[src/rtl/sync_fifo.sv]
// Single-clock parametrised FIFO with occupancy count, almost-full/empty thresholds,
// sticky overflow/underflow flags and a selectable first-word-fall-through read port.
module sync_fifo #(
  parameter int DATA_WIDTH = 8,
  parameter int FIFO_DEPTH = 16,
  parameter int AF_THRESH  = FIFO_DEPTH - 2,
  parameter int AE_THRESH  = 2,
  parameter bit FWFT       = 1'b0,
  localparam int CW        = $clog2(FIFO_DEPTH + 1)
) (
  input  logic                  clk,
  input  logic                  rst,
  input  logic                  we,
  input  logic [DATA_WIDTH-1:0] din,
  input  logic                  re,
  output logic [DATA_WIDTH-1:0] dout,
  output logic                  dout_valid,
  output logic                  full,
  output logic                  empty,
  output logic                  almost_full,
  output logic                  almost_empty,
  output logic [CW-1:0]         count,
  input  logic                  clr_err,
  output logic                  overflow,
  output logic                  underflow
);

  localparam int PW = (FIFO_DEPTH > 1) ? $clog2(FIFO_DEPTH) : 1;

  logic [DATA_WIDTH-1:0] mem_q [FIFO_DEPTH];
  logic [PW-1:0]         w_ptr_q, w_ptr_d;
  logic [PW-1:0]         r_ptr_q, r_ptr_d;
  logic [CW-1:0]         count_q, count_d;
  logic                  ovf_q, ovf_d;
  logic                  udf_q, udf_d;
  logic                  full_s, empty_s;
  logic                  wr_ok_s, rd_ok_s;

  // Explicit modulo-depth wrap so non-power-of-two depths never alias.
  function automatic logic [PW-1:0] ptr_inc(input logic [PW-1:0] p);
    logic [PW-1:0] n;
    if (p == PW'(FIFO_DEPTH - 1)) begin
      n = {PW{1'b0}};
    end else begin
      n = p + PW'(1);
    end
    return n;
  endfunction

  // Status decode straight from the registered count.
  always_comb begin
    full_s  = (count_q == CW'(FIFO_DEPTH));
    empty_s = (count_q == {CW{1'b0}});
    wr_ok_s = we & ~full_s;
    rd_ok_s = re & ~empty_s;
  end

  // Next-state for pointers, occupancy and sticky error flags.
  always_comb begin
    w_ptr_d = w_ptr_q;
    r_ptr_d = r_ptr_q;
    count_d = count_q;
    ovf_d   = ovf_q;
    udf_d   = udf_q;
    if (wr_ok_s) begin
      w_ptr_d = ptr_inc(w_ptr_q);
    end else begin
      w_ptr_d = w_ptr_q;
    end
    if (rd_ok_s) begin
      r_ptr_d = ptr_inc(r_ptr_q);
    end else begin
      r_ptr_d = r_ptr_q;
    end
    case ({wr_ok_s, rd_ok_s})
      2'b10:   count_d = count_q + CW'(1);
      2'b01:   count_d = count_q - CW'(1);
      default: count_d = count_q;
    endcase
    // A new error event outranks a simultaneous clear.
    if (we & full_s) begin
      ovf_d = 1'b1;
    end else if (clr_err) begin
      ovf_d = 1'b0;
    end else begin
      ovf_d = ovf_q;
    end
    if (re & empty_s) begin
      udf_d = 1'b1;
    end else if (clr_err) begin
      udf_d = 1'b0;
    end else begin
      udf_d = udf_q;
    end
  end

  // Control state register with synchronous active-low reset.
  always_ff @(posedge clk) begin
    if (!rst) begin
      w_ptr_q <= {PW{1'b0}};
      r_ptr_q <= {PW{1'b0}};
      count_q <= {CW{1'b0}};
      ovf_q   <= 1'b0;
      udf_q   <= 1'b0;
    end else begin
      w_ptr_q <= w_ptr_d;
      r_ptr_q <= r_ptr_d;
      count_q <= count_d;
      ovf_q   <= ovf_d;
      udf_q   <= udf_d;
    end
  end

  // Storage array; contents survive reset, writes in the reset cycle are suppressed.
  always_ff @(posedge clk) begin
    if (rst && wr_ok_s) begin
      mem_q[w_ptr_q] <= din;
    end
  end

  generate
    if (FWFT) begin : g_fwft
      always_comb begin
        dout       = mem_q[r_ptr_q];
        dout_valid = ~empty_s;
      end
    end else begin : g_std
      logic [DATA_WIDTH-1:0] dout_q, dout_d;
      logic                  dv_q, dv_d;

      // Registered read port: capture the head word on an accepted pop.
      always_comb begin
        dout_d = dout_q;
        dv_d   = 1'b0;
        if (rd_ok_s) begin
          dout_d = mem_q[r_ptr_q];
          dv_d   = 1'b1;
        end else begin
          dout_d = dout_q;
          dv_d   = 1'b0;
        end
      end

      // Read data register.
      always_ff @(posedge clk) begin
        if (!rst) begin
          dout_q <= {DATA_WIDTH{1'b0}};
          dv_q   <= 1'b0;
        end else begin
          dout_q <= dout_d;
          dv_q   <= dv_d;
        end
      end

      always_comb begin
        dout       = dout_q;
        dout_valid = dv_q;
      end
    end
  endgenerate

  // Output drive.
  always_comb begin
    full         = full_s;
    empty        = empty_s;
    almost_full  = (count_q >= CW'(AF_THRESH));
    almost_empty = (count_q <= CW'(AE_THRESH));
    count        = count_q;
    overflow     = ovf_q;
    underflow    = udf_q;
  end

endmodule

[config.mk]
export PLATFORM = sky130hd
export DESIGN_NAME = sync_fifo
export DESIGN_NICKNAME = d
export VERILOG_FILES = /design/src/rtl/sync_fifo.sv
export SDC_FILE = /design/constraint.sdc
export NUM_CORES = 1
export LEC_CHECK = 0
export CAP_MARGIN = 10
export CORE_MARGIN = 2
export CORE_UTILIZATION = 56
export DETAILED_ROUTE_END_ITERATION = 10
export GPL_ROUTABILITY_DRIVEN = 1
export PLACE_DENSITY = 0.77
export SLEW_MARGIN = 20
export SYNTH_ARGS = -nofsm -noshare
export SYNTH_HDL_FRONTEND = slang
export SYNTH_SLANG_ARGS = --single-unit
[constraint.sdc]
create_clock -name clk -period 3.6 [get_ports clk]
set_input_delay 0.54 -clock clk [delete_from_list [all_inputs] [get_ports clk]]
set_output_delay 0.54 -clock clk [all_outputs]
set_load 0.01 [all_outputs]
==> impl_metrics.ini, run 1 <==
[synthesis]
syn_nets = 391
ys_types = 45
seq_area_frac_synth = 0.687
async_flop_share = 0
synth-main-ff-cell = edfxtp_1
synth_top_area_share = 0.611
synth_most_common_cell = edfxtp_1
synth_edf_count = 128
yosysTopAreaCell = edfxtp_1
synth_warnings = 0
syn_inst = 368
syn_area_mm2 = 0.00629
synth_commonest_cells = edfxtp_1 (128), mux2i_1 (25), dfxtp_1 (24), nor2_1 (22), mux4_2 (18)
synth_area_leaders = edfxtp_1 (61%), dfxtp_1 (7.6%), mux4_2 (6.4%)
synth-seq-cells = 152
avgSynthCellArea_um2 = 17.1

[cts]
clock-sinks = 152
hold_buffers = 0
post_cts_buffers = 0
ctsRootBufferMaster = clkbuf_8
cts_tree = built
numCtsBuffers = 17
htreeDepth = 4
cts_resized = 0
clockBufferDepth = 2
clk_pin_slew_worst_paths_ns = 0.06
clock_latency_ns = 0.53

[worst_setup_path]
cp-end-kind = flop
crit_chain = nor4_2 > and2_1 > or2b_4 > inv_4 > ha_1 > inv_1 > fa_1 > nor2b_1 > o21ai_0 > nand3_1 > or3b_1 > mux2i_1
crit_required_ns = 4.02
cp.arrival_ns = 3.33
slowest_stage = dfxtp_1
critical-path-max-stage-delay_ns = 0.46
worstSetupPathType = flop to flop
cp-start-kind = flop
regToRegSetupSlack_ns = 0.69
path_buf_inv = 2
crit_family = simple AND/OR/NAND/NOR gates
cp_max_fo = 22

[place]
place_congestion = 0.819
port_buffers = 32
place_ws_ns = 0.411
post-dp-hpwl_um = 7570

[die]
core_area_mm2 = 0.0109
rows = 38
start_util = 0.578
die_area_mm2 = 0.0121
fp.dieW_um = 110
die_h_um = 110
ios = 33

[final_layout]
layout-drive-gt1-share = 0.185
syn2layout_area_growth_pct = 16.1
layout.nets = 442
antenna-diode-count = 0

[timing]
final_hold_viol_count = 0
fin_setup_tns_ns = 0
tightest_slew_ns = 0.889
fin_hold_ws_ns = 0.543
fmax_mhz = 344
drv_slew = 0
period_needed_ns = 2.91
setup_ws_ns = 0.691
fin_crit_sh = 0.808
skew_ns = 0.00830
rsz0062_at_grt = false
setup_violations = 0
relSlewSlack = 0.405

[global_route]
grt_max_degree = 29
grt_pass1_vias = 3393
gr-total-overflow = 0
antenna_found_initial = 0
grt_pass1_wl_um = 18900
grt_util_all_layers = 0.223

[routing]
routed_wl_um = 12100
wl_per_cell_um = 21.2
drcViolationCount = 0
via_per_inst = 5.92
first_pass_iters = 4
dr.first_iter.drc_count = 357
ant_nets = 0
vias = 3384

[min_path]
hp-class = flop to flop

[power_and_ir_drop]
seqPwrFrac = 0.439
internal_power_mw = 3.57
pwr-share-clk = 0.338
power.leakage_nw = 2.41
p_comb_frac = 0.223
p_sw_frac = 0.270
total_power_mw = 4.89
vdd_drop_max_mv = 0.440
switching_power_mw = 1.32
p_per_area_mw_per_mm2 = 670

[status]
status = completed

[flow_run]
drv_cap = 0
## logic make-up (layout without fill, tap and decap cells)
group	count (synthesis)	in the layout	synth area share
flip-flops	152	152	0.687
AND/OR/NAND/NOR	66	66	0.0527
AO/OA/AOI/OAI	55	55	0.0650
multiplexers	49	49	0.129
buffers and inverters	31	95	0.0374
adder cells (fa/ha/maj)	10	10	0.0211
XOR/XNOR	5	5	0.00696
## area by class of cell
| type | instances | area [um^2] |
|---|---|---|
| clock inverter | 11 | 124 |
| timing repair buffer | 53 | 478 |
| sequential | 152 | 4330 |
| clock buffer | 21 | 429 |
| inverter | 10 | 40.0 |
| tap | 140 | 175 |
| multi-input combinational | 185 | 1730 |
| fill | 760 | 3590 |
## placed cells by master, fill, tap and decap left out, drive strengths merged, types with 2 or more instances in the layout
| cell type | instances |
|---|---|
| and2 | 8 |
| mux2i | 25 |
| edfxtp | 128 |
| o21ai | 12 |
| a311oi | 9 |
| nor2 | 22 |
| or3b | 2 |
| inv | 13 |
| clkdlybuf4s50 | 32 |
| a21boi | 3 |
| nand2 | 14 |
| clkinvlp | 2 |
| mux4 | 24 |
| a21oi | 13 |
| bufinv | 2 |
| ha | 9 |
| buf | 21 |
| xor2 | 3 |
| nand2b | 2 |
| xnor2 | 2 |
| a41o | 2 |
| nor2b | 5 |
| dfxtp | 24 |
| o311a | 2 |
| a22oi | 2 |
| clkbuf | 21 |
| nor3 | 4 |
| clkinv | 4 |
| nand3 | 6 |
| o22ai | 8 |
## sequential cells by signal (all words and copies together), names as in the netlist
name,count
count,5
dout,8
dout_valid,1
mem_q,128
overflow,1
r_ptr_q,4
underflow,1
w_ptr_q,4
## layer usage
| layer | global-route usage | vias up | share of wire |
|---|---|---|---|
| met5 | 0 | - | 0 |
| met1 | 0.304 | 1709 | 0.43 |
| met2 | 0.346 | 111 | 0.49 |
| li1 | - | 1546 | - |
| met3 | 0.0553 | 18 | 0.061 |
| met4 | 0.0976 | 0 | 0.019 |
## worst min-delay path: cells and delay by family (launching register included)
| kind | cells | cell delay (ns) |
|---|---|---|
| AOI/OAI and AO/OA | 2 | 0.19 |
| DFF | 1 | 0.31 |
## stage by stage
stage | std cells | util | cell area, um^2
2_1_floorplan | 368 | - | 6290
3_3_place_gp | 540 | 0.620 | 6750
3_5_place_dp | 540 | 0.620 | 6750
4_1_cts | 572 | 0.671 | 7300
5_1_grt | 572 | 0.671 | 7300
6_report | 572 | 0.671 | 7300
## power by group through the flow
stage                     logic [mW]  clock network (mW)  registers, mW
after detailed placement        1.09                   0           2.19
after global placement          1.05                   0           2.18
after CTS                       1.10                1.68           2.15
final                           1.09                1.65           2.15
after global routing            1.19                1.76           2.17
after floorplan                0.735                   0           2.16
## final timing paths
path | from | end | cells after the start
worst min-delay path | dout[4] | dout[4] | 2
worst max-delay path | count[1] | count[4] | 12
worst max register to register | count[1] | count[4] | 12
worst min register to register | dout[4] | dout[4] | 2
Note: power is estimated with default switching activity, not from simulation.
==> inputs of run 2 (changes only) <==
--- a/config.mk
+++ b/config.mk
@@ -7,10 +7,10 @@
 export LEC_CHECK = 0
 export CAP_MARGIN = 10
 export CORE_MARGIN = 2
-export CORE_UTILIZATION = 56
+export CORE_UTILIZATION = 54
 export DETAILED_ROUTE_END_ITERATION = 10
 export GPL_ROUTABILITY_DRIVEN = 1
-export PLACE_DENSITY = 0.77
+export PLACE_DENSITY = 0.78
 export SLEW_MARGIN = 20
 export SYNTH_ARGS = -nofsm -noshare
 export SYNTH_HDL_FRONTEND = slang
==> constraint.sdc (replaced) <==
create_clock -name clk -period 2.6 [get_ports clk]
set_input_delay 0.39 -clock clk [delete_from_list [all_inputs] [get_ports clk]]
set_output_delay 0.39 -clock clk [all_outputs]
set_load 0.01 [all_outputs]
==> run 2 against run 1 <==
  * Via count rose by 0.47%
  * First-iteration DRC count fell by 28%
  * Sequential power rose by 36%
  * Flip-flop and latch count did not move
  * Largest power group unchanged
  * Critical endpoint unchanged
==> impl_metrics.ini, run 2 (synthesis results as in run 1) <==
[status]
status = completed

[worst_setup_path]
cp.arrival_ns = 2.81
cp_max_fo = 5
cp-end-kind = flop
worstSetupPathType = flop to flop
cp-start-kind = flop
crit_required_ns = 2.91

[timing]
period_needed_ns = 2.51
setup_ws_ns = 0.0933
tightest_slew_ns = 0.661
relSlewSlack = 0.558
fin_crit_sh = 0.964
fin_hold_ws_ns = 0.546
setup_violations = 0
fmax_mhz = 399
final_hold_viol_count = 0
skew_ns = 0.00659
fin_setup_tns_ns = 0
drv_slew = 0

[cts]
clk_pin_slew_worst_paths_ns = 0.06
hold_buffers = 0
clock-sinks = 152
cts_tree = built
htreeDepth = 4
numCtsBuffers = 17
ctsRootBufferMaster = clkbuf_16
clock_latency_ns = 0.42
clockBufferDepth = 2

[global_route]
gr-total-overflow = 0
grt_pass1_vias = 3311
grt_pass1_wl_um = 18000
antenna_found_initial = 0
grt_max_degree = 31
grt_util_all_layers = 0.197

[final_layout]
finalInstanceArea_mm2 = 0.00749
top_register = mem_q
multi_input_area_mm2 = 0.00177
syn2layout_area_growth_pct = 19.1
layout-drive-gt1-share = 0.241
n_fill_cell = 755
final_common_cell = edfxtp_1
final_cell_mix = edfxtp_1 (128), buf_4 (38), clkdlybuf4s50_1 (32), mux2i_1 (25), nor2_1 (22)
seq_area_mm2 = 0.00433
antenna-diode-count = 0
largest_reg_flops = 128
layout.nets = 459
post-route-util = 0.659

[die]
rows = 39
fp.dieW_um = 112
die_area_mm2 = 0.0125
start_util = 0.553
ios = 33
die_h_um = 112
core_area_mm2 = 0.0114

[power_and_ir_drop]
power.leakage_nw = 2.51
vdd_drop_max_mv = 0.860
p_per_area_mw_per_mm2 = 945

[routing]
wl_per_cell_um = 19.9
dr.first_iter.drc_count = 258
routed_wl_um = 11700
via_per_inst = 5.75
first_pass_iters = 4
vias = 3400
drcViolationCount = 0
ant_nets = 0

[place]
place_ws_ns = -0.200
place_congestion = 0.788
post-dp-hpwl_um = 7240
placed_area_mm2 = 0.00689
port_buffers = 32

[flow_run]
drv_cap = 0

[min_path]
hp-class = flop to flop
==> run 2: cell types whose count changed in the layout (fill, tap and decap cells not counted), sizes merged <==
| cell | before | now |
|---|---|---|
| clkbuf | 21 | 20 |
| clkinv | 4 | 5 |
| clkinvlp | 2 | 1 |
| buf | 21 | 38 |
==> run 2: cell type report <==
class / count / share of cell area
multi-input combinational: 185 / 0.237
sequential: 152 / 0.579
clock buffer: 20 / 0.0583
tap: 143 / 0.0239
clock inverter: 11 / 0.0162
timing repair buffer: 70 / 0.0809
inverter: 10 / 0.00535
==> run 2: worst paths after layout <==
check,startpoint,to,slack [ns],cells after the start
setup / recovery,count[2],count[4],0.09,12
hold / removal,count[4],count[4],0.55,3
hold reg to reg,count[4],count[4],0.55,3
setup reg to reg,count[2],count[4],0.09,12
==> run 2: power by group <==
group | switching, mW | internal [mW]
Combinational | 0.838 | 0.980
Sequential | 0.122 | 2.80
Clock | 0.931 | 1.41
Total | 1.89 | 5.19
==> run 2: metal layers <==
metal | global-route usage | wire length [um] | part of all wire
met2 | 0.304 | 5660 | 0.48
met3 | 0.0626 | 766 | 0.065
met4 | 0.0790 | 200 | 0.017
met5 | 0 | 0 | 0
met1 | 0.265 | 5100 | 0.43
==> run 2: critical path, stage by stage, from the launching register on <==
cell     delay [ns]
dfxtp_4        0.36
nor4_4         0.31
and2_4         0.20
or2b_4         0.12
inv_4          0.04
ha_4           0.17
ha_4           0.21
nor2b_1        0.14
o21ai_2        0.15
buf_4          0.12
a21oi_1        0.06
or3b_1         0.38
mux2i_1        0.13
==> run 2: per-stage QoR <==
step / power (mW) / std cells
after floorplan: 4.08 / 368
after CTS: 7.01 / 587
final: 7.08 / 591
after detailed placement: 4.67 / 556
after global placement: 4.63 / 556
after global routing: 7.38 / 591
==> run 2: timing repair <==
item,in CTS,in global routing
setup endpoints to repair,0,1
buffers inserted,0,4
gates resized for setup,0,4
